==> src/rtl/password_lock_controller_if.sv <==
// Keypad/status bundle between the keypad front end and the password lock sequencer.
// master drives the keypad strobes and the time base; slave is the lock controller.
interface password_lock_controller_if #(
   parameter int DIGIT_W = 4
);
   logic               clk_div;
   logic               key_valid;
   logic [DIGIT_W-1:0] key_digit;
   logic               key_clear;
   logic               unlocked;
   logic               alarm;
   logic               fail_pulse;
   logic [2:0]         digit_count;
   logic [3:0]         attempts_left;

   modport master (
      output clk_div, key_valid, key_digit, key_clear,
      input  unlocked, alarm, fail_pulse, digit_count, attempts_left
   );

   modport slave (
      input  clk_div, key_valid, key_digit, key_clear,
      output unlocked, alarm, fail_pulse, digit_count, attempts_left
   );
endinterface

==> src/rtl/password_lock_controller.sv <==
// Password lock sequencer: digit collection, code check, timed unlock window and
// wrong-code lockout, timed by ticks recovered from the divided clock.
module password_lock_controller #(
   parameter int                           DIGITS        = 4,
   parameter int                           DIGIT_W       = 4,
   parameter logic [DIGITS*DIGIT_W-1:0]    PASSWORD      = 16'h1234,
   parameter int                           MAX_ATTEMPTS  = 3,
   parameter int                           UNLOCK_TICKS  = 5,
   parameter int                           LOCKOUT_TICKS = 10
) (
   input  logic                       clk,
   input  logic                       rst,
   password_lock_controller_if.slave  bus
);

   localparam int          CODE_W     = DIGITS * DIGIT_W;
   localparam logic [2:0]  LAST_COUNT = 3'(DIGITS - 1);
   localparam logic [3:0]  FULL_TRIES = 4'(MAX_ATTEMPTS);
   localparam logic [15:0] OPEN_LOAD  = 16'(UNLOCK_TICKS);
   localparam logic [15:0] LOCK_LOAD  = 16'(LOCKOUT_TICKS);

   typedef enum logic [1:0] {
      ST_ENTRY   = 2'd0,
      ST_CHECK   = 2'd1,
      ST_OPEN    = 2'd2,
      ST_LOCKOUT = 2'd3
   } state_t;

   state_t              state_r;
   logic [CODE_W-1:0]   entry_r;
   logic [2:0]          count_r;
   logic [3:0]          attempts_r;
   logic [15:0]         timer_r;
   logic                fail_r;
   logic                div_meta_r;
   logic                div_sync_r;
   logic                div_prev_r;
   logic                tick_s;

   // Two-flop synchronizer plus edge history for the divided-clock time base.
   always_ff @(posedge clk or negedge rst) begin
      if (!rst) begin
         div_meta_r <= 1'b0;
         div_sync_r <= 1'b0;
         div_prev_r <= 1'b0;
      end else begin
         div_meta_r <= bus.clk_div;
         div_sync_r <= div_meta_r;
         div_prev_r <= div_sync_r;
      end
   end

   assign tick_s = div_sync_r & ~div_prev_r;

   // Lock sequencer: state, entry shift register, attempt counter, window timer.
   always_ff @(posedge clk or negedge rst) begin
      if (!rst) begin
         state_r    <= ST_ENTRY;
         entry_r    <= '0;
         count_r    <= 3'd0;
         attempts_r <= FULL_TRIES;
         timer_r    <= 16'd0;
         fail_r     <= 1'b0;
      end else begin
         fail_r <= 1'b0;
         case (state_r)
            ST_ENTRY: begin
               if (bus.key_clear) begin
                  entry_r <= '0;
                  count_r <= 3'd0;
               end else if (bus.key_valid) begin
                  entry_r <= (entry_r << DIGIT_W) | CODE_W'(bus.key_digit);
                  count_r <= count_r + 3'd1;
                  if (count_r == LAST_COUNT) begin
                     state_r <= ST_CHECK;
                  end
               end
            end
            ST_CHECK: begin
               entry_r <= '0;
               count_r <= 3'd0;
               if (entry_r == PASSWORD) begin
                  state_r    <= ST_OPEN;
                  timer_r    <= OPEN_LOAD;
                  attempts_r <= FULL_TRIES;
               end else begin
                  fail_r <= 1'b1;
                  // Treat an already-empty counter as the last attempt so it cannot wrap.
                  if (attempts_r <= 4'd1) begin
                     attempts_r <= 4'd0;
                     state_r    <= ST_LOCKOUT;
                     timer_r    <= LOCK_LOAD;
                  end else begin
                     attempts_r <= attempts_r - 4'd1;
                     state_r    <= ST_ENTRY;
                  end
               end
            end
            ST_OPEN: begin
               if (bus.key_clear) begin
                  state_r <= ST_ENTRY;
                  timer_r <= 16'd0;
               end else if (tick_s) begin
                  if (timer_r == 16'd1) begin
                     state_r <= ST_ENTRY;
                  end
                  if (timer_r != 16'd0) begin
                     timer_r <= timer_r - 16'd1;
                  end
               end
            end
            ST_LOCKOUT: begin
               if (tick_s) begin
                  if (timer_r == 16'd1) begin
                     state_r    <= ST_ENTRY;
                     attempts_r <= FULL_TRIES;
                  end
                  if (timer_r != 16'd0) begin
                     timer_r <= timer_r - 16'd1;
                  end
               end
            end
            default: begin
               state_r <= ST_ENTRY;
               entry_r <= '0;
               count_r <= 3'd0;
               timer_r <= 16'd0;
            end
         endcase
      end
   end

   assign bus.unlocked      = (state_r == ST_OPEN);
   assign bus.alarm         = (state_r == ST_LOCKOUT);
   assign bus.fail_pulse    = fail_r;
   assign bus.digit_count   = count_r;
   assign bus.attempts_left = attempts_r;

endmodule

==> src/flat_wrapper.sv <==
// flat-port wrapper written by rule: the top's interface ports become plain ports
module password_lock_controller_flat 
#(
   parameter int                           DIGITS        = 4,
   parameter int                           DIGIT_W       = 4,
   parameter logic [DIGITS*DIGIT_W-1:0]    PASSWORD      = 16'h1234,
   parameter int                           MAX_ATTEMPTS  = 3,
   parameter int                           UNLOCK_TICKS  = 5,
   parameter int                           LOCKOUT_TICKS = 10
)
  (clk, rst, bus_clk_div, bus_key_valid, bus_key_digit, bus_key_clear, bus_unlocked, bus_alarm, bus_fail_pulse, bus_digit_count, bus_attempts_left);
  password_lock_controller_if #(.DIGIT_W(DIGIT_W)) bus_i ();
  input  logic clk;
  input  logic rst;
  input wire logic [$bits(bus_i.clk_div)-1:0] bus_clk_div;
  input wire logic [$bits(bus_i.key_valid)-1:0] bus_key_valid;
  input wire logic [$bits(bus_i.key_digit)-1:0] bus_key_digit;
  input wire logic [$bits(bus_i.key_clear)-1:0] bus_key_clear;
  output wire logic [$bits(bus_i.unlocked)-1:0] bus_unlocked;
  output wire logic [$bits(bus_i.alarm)-1:0] bus_alarm;
  output wire logic [$bits(bus_i.fail_pulse)-1:0] bus_fail_pulse;
  output wire logic [$bits(bus_i.digit_count)-1:0] bus_digit_count;
  output wire logic [$bits(bus_i.attempts_left)-1:0] bus_attempts_left;
  assign bus_i.clk_div = bus_clk_div;
  assign bus_i.key_valid = bus_key_valid;
  assign bus_i.key_digit = bus_key_digit;
  assign bus_i.key_clear = bus_key_clear;
  assign bus_unlocked = bus_i.unlocked;
  assign bus_alarm = bus_i.alarm;
  assign bus_fail_pulse = bus_i.fail_pulse;
  assign bus_digit_count = bus_i.digit_count;
  assign bus_attempts_left = bus_i.attempts_left;
  password_lock_controller #(.DIGITS(DIGITS), .DIGIT_W(DIGIT_W), .PASSWORD(PASSWORD), .MAX_ATTEMPTS(MAX_ATTEMPTS), .UNLOCK_TICKS(UNLOCK_TICKS), .LOCKOUT_TICKS(LOCKOUT_TICKS)) u_core (.clk(clk), .rst(rst), .bus(bus_i));
endmodule
==> config.mk <==
export PLATFORM = sky130hd
export DESIGN_NAME = password_lock_controller_flat
export DESIGN_NICKNAME = d
export VERILOG_FILES = /design/src/rtl/password_lock_controller_if.sv /design/src/rtl/password_lock_controller.sv /design/src/flat_wrapper.sv
export SDC_FILE = /design/constraint.sdc
export NUM_CORES = 1
export LEC_CHECK = 0
export BUFFER_PORTS_ARGS = -buffer_cell sky130_fd_sc_hd__clkbuf_2
export CORE_UTILIZATION = 40
export DETAILED_ROUTE_END_ITERATION = 10
export PLACE_DENSITY = 0.56
export SYNTH_ARGS = -nofsm -noshare
export SYNTH_HDL_FRONTEND = slang
export SYNTH_SLANG_ARGS = --single-unit
export TNS_END_PERCENT = 100
==> constraint.sdc <==
create_clock -name clk -period 2.5 [get_ports clk]
set_input_delay 0.125 -clock clk [delete_from_list [all_inputs] [get_ports clk]]
set_output_delay 0.125 -clock clk [all_outputs]
set_load 0.02 [all_outputs]
==> reports/metrics.cfg, run 1 <==
[status]
status=finished clean

[yosys]
yosys_warnings=0
netlist-cell-type-count=46
synth_area_mm2=0.00225
ys.flop_type=dfrtp_1
synthesis.nets=236
synth-edff-count=0
postSynthCellCount=220
ys_seq_area_share_pct=50.1
async_flop_share_pct=100
synth_area_per_cell_um2=10.2
synth-seq-cells=45

[route]
first_pass_iters=4
wire_per_inst_um=14.8
ant_nets=0
num_vias=1789
drt-initial-drc-count=64
vias_per_cell=5.63
finalWirelength_um=4720
drc_errors=0

[grt]
grt_antenna_before_repair=0
grtUsageTotal_pct=17.2
grt_pass1_wl_um=8220
overflow=0
grt_pass1_vias=1718
grt_max_degree=32

[sta]
fin_skew_ns=0.00564
period_share_pct=86.3
rsz0062_at_grt=false
max_freq_mhz=463
worst_pin_slew_ns=1.00
fin_setup_tns_ns=0
maxSlewHeadroom_pct=32.9
setup_viol=0
maxSlewViolCount=0
period_minus_slack_ns=2.16
hold_violations=0

[worst_setup_path]
end_kind=flip-flop
path_cells=or4_4 -> nor4_4 -> o31a_2 -> o21ai_1 -> a221o_1
start_kind=flip-flop
critical_path_class=flip-flop to flip-flop
crit_slowest_cell=or4_4
critPathMaxStageDelay_ns=0.55
required_ns=2.68
critPathArrivalTime_ns=2.33
crit_fanout=8

[die]
dieWidth_um=77.1
initial_utilization_pct=42.8
io_pins=19
core_mm2=0.00527
dieArea_mm2=0.00594
fp.dieH_um=77.1
rows=26

[placed_design]
post-dp-hpwl_um=3280
gp_congestion=0.781
place_area_mm2=0.00247
io_buffers=18

[layout]
n_fill_cell=515
insertedDiodeCount=0
syn2layout_area_growth_pct=15.6
layout-drive-gt1-share_pct=17.7
fin_area_mm2=0.00261
nets=263

[clocking]
worstSkewPairLatency_ns=0.29
cts_buffers=5
cts_buffer_depth=2
cts_tree=done
clkSinkCount=45
h-tree-depth=2
cts.clk_slew.worst_paths_ns=0.09
clockRootBuffer=clkbuf_8

[power]
power_density_mw_per_mm2=1030
leakagePower_nw=1.18
vdd_ir_drop_max_uv=488

[job]
drv_cap=0

[hold_path]
hold_path.class=input port to flip-flop

[critical path: cells and delay by family (launching register included)]
family / cells / cell delay [ns]
AO/OA/AOI/OAI: 3 / 0.71
AND/OR/NAND/NOR: 2 / 0.93
flip-flops: 1 / 0.40
[layout make-up]
cell class,instances,area (um2),area share [%]
clock buffers,5,68.8,2.64
clock inverters,3,46.3,1.78
inverters,11,41.3,1.59
repair buffers,31,193,7.40
flip-flops and latches,45,1130,43.3
multi-input cells,153,1040,39.9
well taps,70,87.6,3.36
[sequential cells by signal, summed over array words and instances, names as in the netlist]
signal	flops
u_core.entry_r	16
u_core.timer_r	16
u_core.bus.attempts_left	4
u_core.bus.digit_count	3
u_core.state_r	2
u_core.bus.fail_pulse	1
u_core.div_meta_r	1
u_core.div_prev_r	1
u_core.div_sync_r	1
[where the power goes]
part / leakage [nW] / switching [W] / total (W) / internal, W
Clock: 0.0543 / 0.000248 / 0.000547 / 0.000299
Combinational: 0.534 / 0.000612 / 0.00102 / 0.000410
Sequential: 0.596 / 0.000200 / 0.00112 / 0.000925
Total: 1.18 / 0.00106 / 0.00269 / 0.00163
[cells by family after synthesis]
logic type,share of synthesized area (%)
compound gates,24.8
simple gates,17.0
flops,50.1
buf+inv,3.78
fa+ha+maj,3.89
xor+xnor,0.389
[worst paths after layout]
path,start,to,slack [ns],cells after the start
setup / recovery,u_core.entry_r[1],u_core.timer_r[1],0.34,5
hold / removal,bus_key_digit[2],u_core.entry_r[2],0.04,2
setup reg to reg,u_core.entry_r[1],u_core.timer_r[1],0.34,5
hold reg to reg,u_core.div_meta_r,u_core.div_sync_r,0.36,0
max in group asynchronous,rst,u_core.entry_r[12],1.50,3
min in group asynchronous,rst,u_core.timer_r[5],0.28,2
[layout by cell type (no fill, tap or decap), types with 3 or more instances in the layout]
cell type and n:
a22o_1 18, a31oi_1 19, nor2_1 9, or3_1 3, nor4_1 4, nand2_1 13
a21oi_1 4, clkbuf_8 5, nor3b_1 3, inv_1 11, a21o_1 7, buf_4 11
dfrtp_1 43, ha_1 7, o21ai_0 16, nor3_1 10, o31ai_1 3, clkbuf_2 18
[per-stage QoR]
| stage | util (%) | hold slack, ns | std cells | setup slack (ns) | power (W) |
|---|---|---|---|---|---|
| final | 49.4 | 0.0450 | 318 | 0.342 | 0.00269 |
| after global routing | 49.4 | 0.0452 | 318 | 0.230 | 0.00290 |
| after CTS | 49.4 | 0.0378 | 318 | 0.351 | 0.00272 |
| after detailed placement | 46.9 | 0.0636 | 308 | 0.373 | 0.00215 |
| after global placement | 46.9 | 0.0654 | 308 | 0.402 | 0.00215 |
| after floorplan | - | -0.171 | 220 | 0.522 | 0.00185 |
[cell usage after synthesis, types with 2 or more instances]
cell	number	area share (%)
ha_1	7	3.9
a22o_1	18	7.0
o211ai_1	2	0.67
nand4_1	2	0.56
dfstp_2	2	2.3
nor2_1	9	1.5
and4_1	2	0.78
buf_2	2	0.44
dfrtp_1	43	48
nor2b_1	2	0.56
a21oi_1	4	0.89
nor4b_1	2	0.78
a21o_1	7	2.3
nand2_1	13	2.2
and3_1	2	0.56
o31ai_1	3	1.0
or3_1	3	0.83
a31oi_1	19	5.3
nor3_1	10	2.2
nor4_1	4	1.1
clkbuf_1	8	1.3
inv_1	11	1.8
or4b_1	2	0.89
o21a_1	2	0.67
o21ai_0	16	3.6
nand3_1	2	0.44
nor3b_1	3	1.0
and2_1	2	0.56
[per-layer routing]
metal  vias up  wire length, um  global-route usage [%]
met4         0               44                    4.15
met5         -                0                       0
met3         5              105                    2.50
met2        22             2100                    27.1
li1        890                -                       -
met1       872             2470                    25.0
[what timing repair did]
action                                 CTS  global route
endpoints found under the hold margin   13             0
buffers inserted                         0             0
gates resized for setup                  0             0
hold buffers                             2             0
Power figures use the tool's default switching activity.
==> run 2, diff against run 1 <==
--- a/config.mk
+++ b/config.mk
@@ -5,10 +5,11 @@
 export SDC_FILE = /design/constraint.sdc
 export NUM_CORES = 1
 export LEC_CHECK = 0
-export BUFFER_PORTS_ARGS = -buffer_cell sky130_fd_sc_hd__clkbuf_2
 export CORE_UTILIZATION = 40
 export DETAILED_ROUTE_END_ITERATION = 10
-export PLACE_DENSITY = 0.56
+export DONT_BUFFER_PORTS = 1
+export PLACE_DENSITY = 0.53
+export RECOVER_POWER = 100
 export SYNTH_ARGS = -nofsm -noshare
 export SYNTH_HDL_FRONTEND = slang
 export SYNTH_SLANG_ARGS = --single-unit
==> run 2 against run 1 <==
Against the previous run: design area fell by 3.7%; non-clock buffer count fell by 16; highest routed layer unchanged; critical endpoint is now u_core.timer_r[3]; sequential share of layout area rose by 1.7 points; first-iteration DRC count rose by 66%; register-to-register slack got worse by 0.08 ns; sequential power rose by 7%.
==> reports/metrics.cfg, run 2 (synthesized netlist as in run 1, its figures left out) <==
[layout]
n_fill_cell=536  ; +4.1%
utilization_pct=47.6  ; -1.8 points
multi_input_area_mm2=0.00104  ; -0.36%
layout-drive-gt1-share_pct=7.76  ; -10 points
fin_area_mm2=0.00251  ; -3.7%
syn2layout_area_growth_pct=11.3
insertedDiodeCount=0  ; unchanged
final_common_cell=dfrtp_1
seq_area_mm2=0.00113  ; unchanged
final_cell_mix=43 x dfrtp_1, 19 x a31oi_1, 18 x a22o_1, 17 x o21ai_0, 13 x nand2_1
nets=247  ; -6.1%

[clocking]
clockRootBuffer=clkbuf_8
cts_tree=done
clkSinkCount=45  ; unchanged
ctsResizeCount=0  ; unchanged
h-tree-depth=2  ; unchanged
cts_buffer_depth=2  ; unchanged
cts.clk_slew.worst_paths_ns=0.10  ; about the same
cts_buffers=5  ; unchanged
worstSkewPairLatency_ns=0.31  ; +0.02 ns

[grt]
grt_antenna_before_repair=0  ; unchanged
grt_max_degree=46  ; +44%
grt_pass1_vias=1787  ; +4.0%
grt_pass1_wl_um=8510  ; +3.5%
grtUsageTotal_pct=17.9  ; +0.71 points
overflow=0  ; unchanged

[die]
dieArea_mm2=0.00594  ; unchanged
fp.dieH_um=77.1  ; unchanged
rows=26  ; unchanged
io_pins=19  ; unchanged
initial_utilization_pct=42.8  ; unchanged
dieWidth_um=77.1  ; unchanged
core_mm2=0.00527  ; unchanged

[sta]
whs_ns=0.0609  ; +0.0159 ns
fin_skew_ns=0.00773  ; +0.00209 ns
period_share_pct=89.4  ; +3.1 points
fin_setup_tns_ns=0  ; unchanged
maxSlewViolCount=0  ; unchanged
worst_pin_slew_ns=1.10  ; +0.0983 ns
maxSlewHeadroom_pct=26.8  ; -6.2 points
hold_violations=0  ; unchanged
period_minus_slack_ns=2.24  ; +0.0773 ns
timing.final.ws_setup_ns=0.265  ; -0.0773 ns
max_freq_mhz=447  ; -3.5%
rsz0062_at_grt=false
setup_viol=0  ; unchanged

[worst_setup_path]
end_kind=flip-flop
crit_fanout=5  ; -3
reg2reg_slack_ns=0.26  ; -0.08 ns
required_ns=2.73  ; +0.05 ns
r2r_cells=7  ; +2
critPathArrivalTime_ns=2.47  ; +0.14 ns
start_kind=flip-flop
critical_path_class=flip-flop to flip-flop

[power]
switching_share_pct=42.4  ; +3.0 points
power_frac_seq_pct=46.6  ; +4.9 points
power_frac_clock_pct=19.3  ; -1.0 points
vdd_ir_drop_max_uv=466  ; -4.5%
switchingPower_w=0.00109  ; +2.9%
p_comb_share_pct=34.1  ; -3.8 points
leakagePower_nw=1.09  ; -7.6%
p_int_w=0.00148  ; -9.2%
power_density_mw_per_mm2=1030  ; -0.80%

[hold_path]
hold_path.class=input port to flip-flop
hold_depth=2  ; unchanged

[placed_design]
io_buffers=0  ; -18
dp_slack_ns=0.346  ; -0.0274 ns
place_area_mm2=0.00235  ; -4.9%
post-dp-hpwl_um=3280  ; -0.20%
gp_congestion=0.899  ; +15%

[route]
finalWirelength_um=4770  ; +1.1%
wire_per_inst_um=15.8  ; +6.5%
drc_errors=0  ; unchanged
first_pass_iters=4  ; unchanged
num_vias=1795  ; +0.34%
vias_per_cell=5.94  ; +5.7%
ant_nets=0  ; unchanged
drt-initial-drc-count=106  ; +66%

[job]
drv_cap=0  ; unchanged

[status]
status=finished clean

-- run 2: area by class of cell --
type,instances,share of cell area [%]
inverter,11,1.65
sequential,45,45.0
timing repair buffer,15,4.69
tap,70,3.49
clock inverter,3,1.15
multi-input combinational,153,41.3
clock buffer,5,2.74
-- run 2: timing repair --
| action | in CTS | in global routing |
|---|---|---|
| hold buffers | 8 | 0 |
| buffers inserted | 0 | 0 |
| hold endpoints to repair | 51 | 0 |
-- run 2: through the flow --
step / total power [W] / cells
after floorplan: 0.00185 / 220
after global placement: 0.00207 / 286
after detailed placement: 0.00209 / 286
after CTS: 0.00263 / 302
after global routing: 0.00280 / 302
final: 0.00257 / 302
-- run 2: routing by layer --
metal / wire, um / up-vias / track usage [%]
li1: - / 866 / -
met1: 2330 / 870 / 25.0
met2: 2120 / 51 / 27.2
met3: 254 / 8 / 4.40
met4: 66 / 0 / 6.04
met5: 0 / - / 0
-- run 2: final timing paths --
kind | startpoint | to
worst max-delay path | u_core.bus.attempts_left[0] | u_core.timer_r[3]
worst min-delay path | bus_key_clear | u_core.state_r[0]
worst max register to register | u_core.bus.attempts_left[0] | u_core.timer_r[3]
worst min register to register | u_core.div_meta_r | u_core.div_sync_r
max in group asynchronous | rst | u_core.entry_r[10]
min in group asynchronous | rst | u_core.timer_r[15]
-- run 2: power groups by stage --
stage | clock network [W] | logic [W] | registers, W
6_report | 0.000497 | 0.000877 | 0.00120
5_1_grt | 0.000546 | 0.00101 | 0.00124
4_1_cts | 0.000514 | 0.000908 | 0.00121
3_5_place_dp | 0 | 0.000875 | 0.00122
3_3_place_gp | 0 | 0.000854 | 0.00121
2_1_floorplan | 0 | 0.000708 | 0.00114
-- run 2: critical path, cell delays in order, from the launching register on --
cell and delay, ns:
dfstp_1 0.72, ha_1 0.21, nor2_1 0.05, nor3_1 0.45
clkbuf_1 0.26, a21oi_1 0.10, a211o_1 0.30, o211ai_1 0.08
